`src/rtl/sd_clk_switch_ctrl.sv`:
```
`default_nettype none
// ============================================================================
// Module   : sd_clk_switch_ctrl
// Purpose  : SD card clock sequencer. Runs the power-up clock burst at the
//            slow rate, then performs glitch-free 400 kHz <-> 10 MHz switches
//            on host request. The mux select only moves while the pin gate is
//            closed, and the gate only opens or closes while the clock is low.
// Revision : 1.0 - initial release
// ============================================================================
module sd_clk_switch_ctrl #(
  parameter int INIT_EDGES    = 80,
  parameter int STOP_CYCLES   = 64,
  parameter int SETTLE_CYCLES = 64,
  parameter int BUSY_TIMEOUT  = 1048576,
  parameter int CW            = 20
) (
  input  logic pll0_250MHz,
  input  logic reset,
  input  logic SDLocalClk,
  input  logic SDBusy,
  input  logic SpeedReq,
  input  logic SpeedSel,
  output logic SDClkSelect,
  output logic SDClkEnable,
  output logic InitDone,
  output logic SpeedAck,
  output logic SpeedErr,
  output logic CtrlBusy
);

  // Targets are one bit wider than the counter so that a limit equal to
  // 2**CW (the default busy timeout) is still reachable by counter+1.
  localparam logic [CW:0] C_INIT_EDGES    = (CW+1)'(INIT_EDGES);
  localparam logic [CW:0] C_STOP_CYCLES   = (CW+1)'(STOP_CYCLES);
  localparam logic [CW:0] C_SETTLE_CYCLES = (CW+1)'(SETTLE_CYCLES);
  localparam logic [CW:0] C_BUSY_TIMEOUT  = (CW+1)'(BUSY_TIMEOUT);

  typedef enum logic [3:0] {
    S_INIT_GATE  = 4'd0,
    S_INIT_RUN   = 4'd1,
    S_INIT_STOP  = 4'd2,
    S_IDLE       = 4'd3,
    S_WAIT_IDLE  = 4'd4,
    S_GATE       = 4'd5,
    S_STOP_WAIT  = 4'd6,
    S_SETTLE     = 4'd7,
    S_UNGATE     = 4'd8,
    S_ACK        = 4'd9,
    S_HOLD       = 4'd10
  } state_t;

  state_t          state_q, state_d;
  logic [CW-1:0]   cnt_q, cnt_d;
  logic            clk_d_q;
  logic            sel_q, sel_d;
  logic            en_q, en_d;
  logic            done_q, done_d;
  logic            ack_q, ack_d;
  logic            err_q, err_d;
  logic            busy_q, busy_d;
  logic            cap_sel_q, cap_sel_d;
  logic            cap_en_q, cap_en_d;

  logic            rise;
  logic            low_now;
  logic [CW:0]     cnt_inc;
  logic [CW-1:0]   cnt_sat;

  assign rise    = SDLocalClk & ~clk_d_q;
  assign low_now = ~SDLocalClk;
  assign cnt_inc = {1'b0, cnt_q} + {{CW{1'b0}}, 1'b1};
  // Counter holds at all-ones rather than wrapping.
  assign cnt_sat = (&cnt_q) ? cnt_q : cnt_inc[CW-1:0];

  // Next-state and registered-output decode.
  always_comb begin
    state_d   = state_q;
    cnt_d     = cnt_q;
    sel_d     = sel_q;
    en_d      = en_q;
    done_d    = done_q;
    cap_sel_d = cap_sel_q;
    cap_en_d  = cap_en_q;
    err_d     = 1'b0;
    case (state_q)
      S_INIT_GATE: begin
        if (low_now) begin
          en_d    = 1'b1;
          cnt_d   = '0;
          state_d = S_INIT_RUN;
        end
      end
      S_INIT_RUN: begin
        if (rise) begin
          cnt_d = cnt_sat;
          if (cnt_inc == C_INIT_EDGES) state_d = S_INIT_STOP;
        end
      end
      S_INIT_STOP: begin
        if (low_now) begin
          en_d    = 1'b0;
          done_d  = 1'b1;
          state_d = S_IDLE;
        end
      end
      S_IDLE: begin
        if (SpeedReq && done_q) begin
          if (SpeedSel == sel_q) begin
            state_d = S_ACK;
          end else begin
            state_d   = S_WAIT_IDLE;
            cnt_d     = '0;
            cap_sel_d = SpeedSel;
            cap_en_d  = en_q;
          end
        end
      end
      S_WAIT_IDLE: begin
        if (!SDBusy) begin
          state_d = S_GATE;
        end else begin
          cnt_d = cnt_sat;
          if (cnt_inc == C_BUSY_TIMEOUT) begin
            err_d   = 1'b1;
            state_d = S_HOLD;
          end
        end
      end
      S_GATE: begin
        // Closing only on a low phase avoids a runt high pulse at the pin.
        if (low_now) begin
          en_d    = 1'b0;
          cnt_d   = '0;
          state_d = S_STOP_WAIT;
        end
      end
      S_STOP_WAIT: begin
        if (cnt_inc == C_STOP_CYCLES) begin
          sel_d   = cap_sel_q;
          cnt_d   = '0;
          state_d = S_SETTLE;
        end else begin
          cnt_d = cnt_sat;
        end
      end
      S_SETTLE: begin
        if (cnt_inc == C_SETTLE_CYCLES) state_d = S_UNGATE;
        else                            cnt_d   = cnt_sat;
      end
      S_UNGATE: begin
        if (low_now) begin
          en_d    = cap_en_q;
          state_d = S_ACK;
        end
      end
      S_ACK: begin
        state_d = S_HOLD;
      end
      S_HOLD: begin
        // Wait for the host to drop the request so it is not serviced twice.
        if (!SpeedReq) state_d = S_IDLE;
      end
      default: begin
        state_d = S_INIT_GATE;
      end
    endcase
    ack_d  = (state_d == S_ACK);
    busy_d = (state_d != S_IDLE);
  end

  // Edge-detect history; needs no reset since INIT_GATE ignores it.
  always_ff @(posedge pll0_250MHz) begin
    clk_d_q <= SDLocalClk;
  end

  // State, counter and output registers with synchronous reset.
  always_ff @(posedge pll0_250MHz) begin
    if (reset) begin
      state_q   <= S_INIT_GATE;
      cnt_q     <= '0;
      sel_q     <= 1'b0;
      en_q      <= 1'b0;
      done_q    <= 1'b0;
      ack_q     <= 1'b0;
      err_q     <= 1'b0;
      busy_q    <= 1'b1;
      cap_sel_q <= 1'b0;
      cap_en_q  <= 1'b0;
    end else begin
      state_q   <= state_d;
      cnt_q     <= cnt_d;
      sel_q     <= sel_d;
      en_q      <= en_d;
      done_q    <= done_d;
      ack_q     <= ack_d;
      err_q     <= err_d;
      busy_q    <= busy_d;
      cap_sel_q <= cap_sel_d;
      cap_en_q  <= cap_en_d;
    end
  end

  assign SDClkSelect = sel_q;
  assign SDClkEnable = en_q;
  assign InitDone    = done_q;
  assign SpeedAck    = ack_q;
  assign SpeedErr    = err_q;
  assign CtrlBusy    = busy_q;

endmodule
`default_nettype wire

```
`config.mk`:
```
export PLATFORM = sky130hd
export DESIGN_NAME = sd_clk_switch_ctrl
export DESIGN_NICKNAME = d
export VERILOG_FILES = /design/src/rtl/sd_clk_switch_ctrl.sv
export SDC_FILE = /design/constraint.sdc
export NUM_CORES = 1
export LEC_CHECK = 0
export ABC_AREA = 1
export BUFFER_PORTS_ARGS = -buffer_cell sky130_fd_sc_hd__buf_2
export CORE_MARGIN = 2
export CORE_UTILIZATION = 44
export CTS_CLUSTER_DIAMETER = 200
export DETAILED_ROUTE_END_ITERATION = 10
export GPL_ROUTABILITY_DRIVEN = 0
export PLACE_DENSITY = 0.6
export SLEW_MARGIN = 15
export SYNTH_ARGS = -nofsm -noshare
export SYNTH_HDL_FRONTEND = slang
export SYNTH_SLANG_ARGS = --single-unit
```
`constraint.sdc`:
```
create_clock -name pll0_250MHz -period 3.2 [get_ports pll0_250MHz]
set_input_delay 0.48 -clock pll0_250MHz [delete_from_list [all_inputs] [get_ports pll0_250MHz]]
set_output_delay 0.48 -clock pll0_250MHz [all_outputs]
set_load 0.02 [all_outputs]
```
=== After elaboration in Yosys (flattened, before gate mapping) ===
Index checks and enable logic that the tools add are counted.

* Register bits after elaboration: 33
* Input bits: 6
* Output and inout bits: 6
* Word-level logic and storage cells: 84

* Add/sub/neg operators: 1
* Eq/ne operators: 25
* Mux-type cells: 28
* Bitwise logic cells: 6
* Reductions and logical operators: 13

{| class="wikitable"
|+ Operator list
! kind !! number
|-
| 20-bit two-way mux || 8
|-
| 20-bit one-hot mux with 6 select lines || 1
|-
| 4-bit two-way mux || 13
|-
| 4-bit one-hot mux with 11 select lines || 1
|-
| 21-bit by 7-bit == test with 1-bit output (second input constant) || 2
|-
| 20-bit by 1-bit adder with 21-bit output (second input constant) || 1
|-
| 21-bit == test (second input constant) || 1
|-
| 20-bit AND reduction || 1
|-
| 2-bit inequality test (second input constant) || 9
|-
| 4-bit by 3-bit == test with 1-bit output (second input constant) || 4
|-
| 4-bit == test (second input constant) || 4
|-
| 4-bit by 2-bit == test with 1-bit output (second input constant) || 2
|-
| 7-bit AND reduction || 1
|-
| 6-bit nonzero test || 1
|-
| 1-bit inverter || 5
|-
| 4-bit by 1-bit == test with 1-bit output (second input constant) || 1
|-
| 4-bit zero test || 1
|-
| 1-bit two-way mux || 4
|-
| 4-bit by 2-bit inequality test with 1-bit output (second input constant) || 1
|-
| 2-bit AND reduction || 2
|-
| 4-bit AND reduction || 1
|-
| 2-bit OR reduction || 2
|-
| 1-bit one-hot mux with 3 select lines || 1
|-
| 3-bit AND reduction || 1
|-
| other kinds (5) || 5
|}

=== Logic depth before layout (Yosys ltp) ===
Gate-level depths: netlist of run 1.

* Word-level depth: 6
* Gate-level depth with buffers: 17
* Gate-level depth less buffers: 17

=== Least setup slack after synthesis of run 1 ===
OpenSTA, ideal clock, no wires.

* Path kind: register to register
* From: register cnt_q[1]
* To: register cnt_q[16]
* Library setup time: 0.067 ns
* Arrival: 2.071 ns
* Required time: 3.133 ns
* Path slack: 1.062 ns
* Stages on the path, launching flop included: 16
* Buffers on the path: 2
* Period minus slack after synthesis: 2.138 ns
* Cells stage by stage: dfxtp_1 ha_1 nand3_2 inv_2 nand2_2 nor2_2 nor2_1 nor2_2 nand2_1 nor2_4 nand4_4 nand2_2 buf_6 buf_8 nand2_1 a21oi_2

* Cells in the longest elaborated chain, start to end: 4
* Elaborated cells on any way between the ends: 11
* Those cells by class: add/sub: 1; eq/ne: 2; mux: 6; reduce/logical: 2

{| class="wikitable"
|+ RTL lines
! what !! RTL line !! text
|-
| from (decl) || 53 || <nowiki>logic [CW-1:0] cnt_q, cnt_d;</nowiki>
|-
| from (signal assigned) || 191 || <nowiki>cnt_q <= cnt_d;</nowiki>
|-
| 20-bit by 1-bit adder with 21-bit output / 20-bit AND reduction (equally long branches) || 71, 73 ||
|-
| 21-bit by 7-bit == test with 1-bit output / 20-bit two-way mux (equally long branches) || 138, 147, 73 ||
|-
| 2-bit inequality test (no line) (tied with other cells) || n/a ||
|-
| 7-bit AND reduction (no line) / 20-bit one-hot mux with 6 select lines (equally long branches) || n/a ||
|}

Parallel ways exist; a longest one is shown, timed or not. The select of a mux whose other input is x is not followed.
A chain may end at the register's enable or synchronous reset.

=== Worst setup path in the final report of run 1 ===
* From: register cnt_q[1]
* To: register cnt_q[19]

Same word-level chain as after synthesis.

==> flow_summary_export.csv, run 1 <==
group,metric,value,unit
outcome,status,"completed",
clocking,clkLatencyLatePin,0.29,ns
setup_path,setup.worst_path.class,"reg -> reg",
sta,finalSetupTns,0,ns
power_and_ir_drop,irDropWorstVdd,0.0001940,V
clocking,postCtsSetupBuffers,0,
setup_path,cp_cell_sequence,"ha_1 -> nand3_2 -> nor2_1 -> nand3_1 -> nand2_1 -> nand2_1 -> nor2_1 -> nand2_1 -> nor2_4 -> nand4_4 -> nand2_2 -> inv_2 -> nand2_1 -> a21oi_1",
sta,fmax,0.3853,GHz
final_layout,fin_util,0.4981,
clocking,cts-hold-fix-buffers,0,
placed_design,post-place-ws,0.6172,ns
placed_design,dp_hpwl,4.804,mm
sta,drv_slew,0,
clocking,clockBufferDepth,2,
sta,fin_crit,2.595,ns
placed_design,io_buffers,11,
sta,relSlewSlack,0.5122,
die,core,0.005172,sq mm
yosys,synth_warnings,0,
clocking,cts_buffers,5,
sta,setup_viol_count_final,0,
setup_path,r2r-start,"cnt_q[1]",
setup_path,cpPeakStageDelay,0.41,ns
setup_path,worstPathArrival,2.75,ns
setup_path,crit_buf_inv,1,
power_and_ir_drop,finalPower,822.4,uW
die,initial_core_util,0.4606,
route,num_vias,2500,
yosys,synth-seq-cells,33,
yosys,yosysTopAreaCell,"dfxtp_1",
yosys,yosysTopAreaCellShare,0.2773,
sta,report.final.hold_viol_count,0,
final_layout,final_layout_size_suffix_gt1_frac,0.1060,
final_layout,nets,423,
setup_path,reg2reg_slack,0.60,ns
yosys,synth.distinct_cells,31,
yosys,seq_area_frac_synth,0.2773,
setup_path,cp-endpoint,"cnt_q[19]",
grt,grt_start_max_net_pins,24,
route,drc_errors,0,
die,die_area,0.006019,sq mm
power_and_ir_drop,power_frac_seq,0.511,
clocking,cts_root_buf,"clkbuf_8",
sta,rsz0062_at_grt,"false",
grt,grt_pass1_wl,10.80,mm
grt,grt_pass1_vias,2296,
sta,worst_pin_slew,0.7133,ns
setup_path,crit_start,"cnt_q[1]",
grt,grt_util_all_layers,0.2259,
power_and_ir_drop,powerDensity,319.2,mW/mm^2
grt,overflow,0,
sta,post-route-period-util,0.8110,
die,pin_count,12,
power_and_ir_drop,netSwitchingPower,216.7,uW
die,die_x,77.58,um
power_and_ir_drop,power_leakage,1.047,nW
route,drt.antenna.violating_nets,0,
setup_path,cp_num_cells,14,
die,die_y,77.58,um
yosys,synth_area,0.002382,sq mm
power_and_ir_drop,intPower,605.7,uW
final_layout,diodes,0,
setup_path,startpoint_type,"register",
clocking,cts_resized,0,
route,drt_iter0_markers,158,
yosys,synth_area_leaders,"dfxtp_1 (28%), nand2_1 (19%), nor2_1 (10%), inv_1 (7.7%), a21oi_1 (6.3%)",
setup_path,crit_path_frequent_cell,"nand2_1",
route,firstDrtPassIters,4,
setup_path,crit_slowest_cell,"dfxtp_1",
yosys,avgSynthCellArea,5.911,sq um
sta,worst_slack,0.6047,ns
grt,antenna_found_initial,0,
hold_path,min_path_type,"in -> reg",
route,wl_per_cell,13.15,um
setup_path,crit_family,"simple AND/OR/NAND/NOR gates",
route,wl,6.380,mm
power_and_ir_drop,switching_share,0.2635,
yosys,syn_nets,411,
final_layout,area_growth,8.141,%
setup_path,reg2reg_to,"cnt_q[19]",
clocking,cts.sinks,33,
clocking,cts_tree,"done",
setup_path,rr_worst_depth,14,
sta,whs,0.3918,ns
setup_path,crit_fanout,17,
yosys,syn_inst,403,
clocking,htree_levels,2,
setup_path,required,3.36,ns
power_and_ir_drop,combPwrFrac,0.092,
clocking,path_clk_slew,0.06,ns
setup_path,cp-end-kind,"register",
power_and_ir_drop,clock_power_share,0.397,
die,row_count,26,
sta,fin_skew,0.005904,ns
job,cap_violations,0,
route,vias_per_cell,5.155,
==> layout make-up <==
| cell class | count | area (sq um) |
|---|---|---|
| clock buffer | 7 | 86.33 |
| timing repair buffer | 13 | 70.07 |
| sequential | 33 | 660.6 |
| tap | 70 | 87.58 |
| fill | 554 | 2596 |
| multi-input combinational | 310 | 1476 |
| inverter | 52 | 195.2 |
==> metrics by stage <==
stage | cells | cell area, sq um
finish | 485 | 2576
global route | 485 | 2576
CTS | 485 | 2576
detailed placement | 478 | 2490
global placement | 478 | 2490
floorplan | 403 | 2382
==> how the worst min path moves through the flow <==
stage	start	end	slack, ns	cells past startpoint
2_1_floorplan	cap_en_q	SDClkEnable	0.45	2
3_3_place_gp	SDClkSelect	SDClkSelect	0.47	2
3_5_place_dp	SDClkSelect	SDClkSelect	0.47	2
4_1_cts	SDLocalClk	clk_d_q	0.39	1
5_1_grt	SDLocalClk	clk_d_q	0.39	1
6_report	SDLocalClk	clk_d_q	0.39	1
==> kinds of logic after synthesis <==
family | Yosys count | synth area share
adder cells (fa/ha/maj) | 2 | 0.01050
buffers and inverters | 60 | 0.1029
flip-flops | 33 | 0.2773
AND/OR/NAND/NOR | 250 | 0.4638
XOR/XNOR | 5 | 0.01838
AO/OA/AOI/OAI | 53 | 0.1271
==> layout by cell type, fill, tap and decap left out <==
| cell | instances |
|---|---|
| nor2_2 | 8 |
| a2111oi_0 | 1 |
| nand3_1 | 22 |
| nand2_2 | 6 |
| nor2_4 | 4 |
| nor2_1 | 65 |
| inv_2 | 3 |
| nand4_1 | 12 |
| and2_1 | 1 |
| buf_4 | 2 |
| clkbuf_1 | 1 |
| ha_1 | 2 |
| o21ai_0 | 8 |
| a2bb2oi_1 | 1 |
| nor3_1 | 10 |
| nor4_1 | 2 |
| a21oi_2 | 2 |
| clkbuf_8 | 6 |
| buf_2 | 11 |
| a22oi_1 | 6 |
| a211oi_1 | 2 |
| a21oi_1 | 30 |
| dfxtp_1 | 33 |
| nand2_1 | 118 |
| nand3_2 | 1 |
| xnor2_1 | 4 |
| xor2_1 | 1 |
| o21ai_1 | 2 |
| inv_1 | 49 |
| o21a_1 | 1 |
| nand4_4 | 1 |
==> cell usage after synthesis <==
master and number:
nand2_1 118, nor2_1 65, inv_1 49, dfxtp_1 33, a21oi_1 30, nand3_1 22, nand4_1 12, nor3_1 10
nor2_2 8, o21ai_0 8, a22oi_1 6, nand2_2 6, clkbuf_1 5, nor2_4 4, xnor2_1 4, inv_2 3
a211oi_1 2, a21oi_2 2, ha_1 2, nor4_1 2, o21ai_1 2, a2111oi_0 1, a2bb2oi_1 1, and2_1 1
buf_2 1, buf_6 1, buf_8 1, nand3_2 1, nand4_4 1, o21a_1 1, xor2_1 1
==> flip-flops by register name, summed over array words and instances (netlist names) <==
name and flops:
state_q 4, SDClkSelect 1, cap_sel_q 1, cap_en_q 1
SpeedAck 1, InitDone 1, SDClkEnable 1, clk_d_q 1
CtrlBusy 1, SpeedErr 1, cnt_q 20
==> power by group through the flow <==
stage	sequential, mW	clock (mW)	combinational (mW)
CTS	0.420	0.328	0.0754
floorplan	0.430	0	0.0557
finish	0.420	0.326	0.0758
global placement	0.430	0	0.0753
detailed placement	0.430	0	0.0750
global route	0.421	0.355	0.0849
==> metal layers <==
layer,routed length (um),part of all wire,global-route usage
met1,2909,0.46,0.2780
met2,3020,0.47,0.3836
met3,312,0.049,0.04535
met4,138,0.022,0.09107
met5,0,0,0
No activity file was read; power rests on OpenSTA's default activity.
==> inputs of run 2 (changes only) <==
--- a/config.mk
+++ b/config.mk
@@ -12,7 +12,7 @@
 export CTS_CLUSTER_DIAMETER = 200
 export DETAILED_ROUTE_END_ITERATION = 10
 export GPL_ROUTABILITY_DRIVEN = 0
-export PLACE_DENSITY = 0.6
+export PLACE_DENSITY = 0.63
 export SLEW_MARGIN = 15
 export SYNTH_ARGS = -nofsm -noshare
 export SYNTH_HDL_FRONTEND = slang
==> constraint.sdc (replaced) <==
create_clock -name pll0_250MHz -period 2.11 [get_ports pll0_250MHz]
set_input_delay 0.3165 -clock pll0_250MHz [delete_from_list [all_inputs] [get_ports pll0_250MHz]]
set_output_delay 0.3165 -clock pll0_250MHz [all_outputs]
set_load 0.02 [all_outputs]
==> run 2 against run 1 <==
  * The run now ends with negative setup slack left
  * Global-route usage increased by 1.1 points
  * Cell count is 9.1% higher
  * First-iteration DRC count increased by 23%
  * Largest cell class unchanged
  * Maximum frequency up 19%
  * Core utilization grew 13 points
  * Cell area up 26%
  * Clock-buffer cell count unchanged
  * Critical path depth unchanged
  * Critical path type unchanged
  * Non-clock buffer count is 43 higher
  * Via count up 9.7%
  * Die area unchanged
  * Sequential power increased by 51%
==> flow_summary_export.csv, run 2 (synthesis results as in run 1) <==
group,metric,value,unit
sta,post-route-period-util,1.035,
setup_path,crit_fanout,6,
clocking,htree_levels,2,
route,drt_iter0_markers,195,
route,wl,7.201,mm
setup_path,reg2reg_slack,-0.07,ns
grt,antenna_found_initial,0,
final_layout,diodes,0,
grt,overflow,0,
sta,rsz0062_at_grt,"true",
setup_path,startpoint_type,"register",
placed_design,placed_area,0.002733,sq mm
final_layout,area_growth,36.55,%
power_and_ir_drop,power_leakage,1.381,nW
route,wl_per_cell,13.61,um
route,vias_per_cell,5.183,
clocking,cts_buffers,5,
final_layout,final_cell_mix,"nand2_1 (99), nor2_1 (56), inv_1 (47), buf_4 (38), dfxtp_1 (23)",
route,num_vias,2742,
clocking,cts_tree,"done",
sta,report.final.hold_viol_count,0,
route,drc_errors,0,
final_layout,largest_reg_flops,20,
final_layout,postLayoutCellArea,0.003253,sq mm
grt,grt_start_max_net_pins,23,
clocking,cts_root_buf,"clkbuf_8",
setup_path,cp-end-kind,"register",
clocking,clockBufferDepth,2,
power_and_ir_drop,clock_power_share,0.395,
placed_design,dp_hpwl,5.025,mm
power_and_ir_drop,netSwitchingPower,375.8,uW
sta,setup_viol_count_final,22,
setup_path,crit_buf_inv,2,
sta,relSlewSlack,0.6219,
setup_path,crit_start,"cnt_q[1]",
hold_path,whs_path_depth,1,
grt,grt_util_all_layers,0.2367,
setup_path,worstPathArrival,2.40,ns
setup_path,setup.worst_path.class,"reg -> reg",
clocking,clkLatencyLatePin,0.29,ns
sta,fin_crit,2.183,ns
sta,drv_slew,0,
grt,grt_pass1_wl,11.54,mm
die,die_x,77.58,um
power_and_ir_drop,combPwrFrac,0.147,
power_and_ir_drop,powerDensity,424.5,mW/mm^2
die,pin_count,12,
final_layout,layout_commonest_cell,"nand2_1",
outcome,failed_checks,"negative setup slack",
hold_path,whs_endpoint,"clk_d_q",
final_layout,nets,466,
job,cap_violations,0,
setup_path,required,2.32,ns
power_and_ir_drop,power_frac_seq,0.458,
die,core,0.005172,sq mm
hold_path,min_from,"SDLocalClk",
setup_path,crit_family,"simple AND/OR/NAND/NOR gates",
setup_path,reg2reg_to,"cnt_q[19]",
final_layout,largest_registers,"cnt_q: 20 flops, state_q: 4 flops",
route,drt.antenna.violating_nets,0,
setup_path,cp_cell_sequence,"buf_6 -> nand2_4 -> nor2_4 -> nand2_4 -> o21ai_1 -> nand2_1 -> nor2_2 -> nand2_2 -> nor2_4 -> nand4_4 -> nand2_8 -> clkbuf_16 -> nand2_1 -> a21oi_1",
outcome,status,"finished with violations",
sta,worst_slack,-0.07316,ns
sta,fmax,0.4581,GHz
sta,fin_skew,0.006940,ns
final_layout,top_register,"cnt_q",
die,row_count,26,
hold_path,min_path_type,"in -> reg",
placed_design,io_buffers,11,
die,die_y,77.58,um
setup_path,cpPeakStageDelay,0.37,ns
setup_path,r2r-start,"cnt_q[1]",
die,die_area,0.006019,sq mm
grt,grt_pass1_vias,2505,
final_layout,ff_latch_area,683.2,sq um
power_and_ir_drop,irDropWorstVdd,0.0003418,V
final_layout,final_layout_size_suffix_gt1_frac,0.3246,
power_and_ir_drop,intPower,1.005,mW
die,initial_core_util,0.4606,
sta,finalSetupTns,-0.7345,ns
setup_path,crit_slowest_cell,"dfxtp_4",
power_and_ir_drop,switching_share,0.2721,
final_layout,fillers,474,
placed_design,post-place-ws,-0.1320,ns
clocking,path_clk_slew,0.08,ns
setup_path,rr_worst_depth,14,
sta,worst_pin_slew,0.5628,ns
route,firstDrtPassIters,4,
clocking,cts.sinks,33,
final_layout,multi_input_area,0.001729,sq mm
clocking,cts-hold-fix-buffers,0,
run 2: changes by cell type in the layout (fill, tap and decap cells not counted), sizes merged:
cell	before	now
clkbuf	7	9
clkinv	0	1
buf	13	54
run 2: layout make-up:
cell class	instances	area share
Clock buffer	7	0.02962
Sequential cell	33	0.2100
Tap cell	70	0.02692
Timing Repair Buffer	56	0.1396
Clock inverter	1	0.001538
Multi-Input combinational cell	310	0.5315
Inverter	52	0.06077
run 2: worst max-delay path by stage:
stage | to | slack [ns] | cells past startpoint
floorplan | cnt_q[16] | 0.006 | 15
global placement | state_q[0] | -0.07 | 14
detailed placement | CtrlBusy | -0.13 | 15
CTS | CtrlBusy | -0.02 | 15
global route | cnt_q[10] | -0.19 | 14
finish | cnt_q[19] | -0.07 | 14
run 2: layer usage:
metal / track usage / vias to the layer above / routed length (um)
met1: 0.3054 / 1260 / 3151
met5: 0 / - / 0
met2: 0.3983 / 75 / 3570
met3: 0.04535 / 6 / 408
li1: - / 1401 / -
met4: 0.07143 / 0 / 70
run 2: through the flow:
step	power, mW	cells	hold WS [ns]	util
global placement	0.7847	510	0.4652	0.5283
floorplan	0.7369	403	0.3442	-
CTS	1.337	519	0.2136	0.5607
detailed placement	0.7873	510	0.4752	0.5283
finish	1.381	529	0.2258	0.6289
global route	1.442	529	0.2156	0.6289
run 2: timing repair:
item | in CTS | in global routing
cloned | 0 | 2
pin swaps | 2 | 31
gates resized for setup | 17 | 74
setup buffers | 1 | 8
endpoints found under the hold margin | 0 | 0
endpoints found under the setup margin | 25 | 28
run 2: power groups by stage:
stage / clock [mW] / sequential [mW] / combinational, mW
6_report: 0.545 / 0.633 / 0.203
5_1_grt: 0.589 / 0.634 / 0.218
4_1_cts: 0.555 / 0.637 / 0.144
3_5_place_dp: 0 / 0.650 / 0.137
3_3_place_gp: 0 / 0.649 / 0.135
2_1_floorplan: 0 / 0.652 / 0.0845
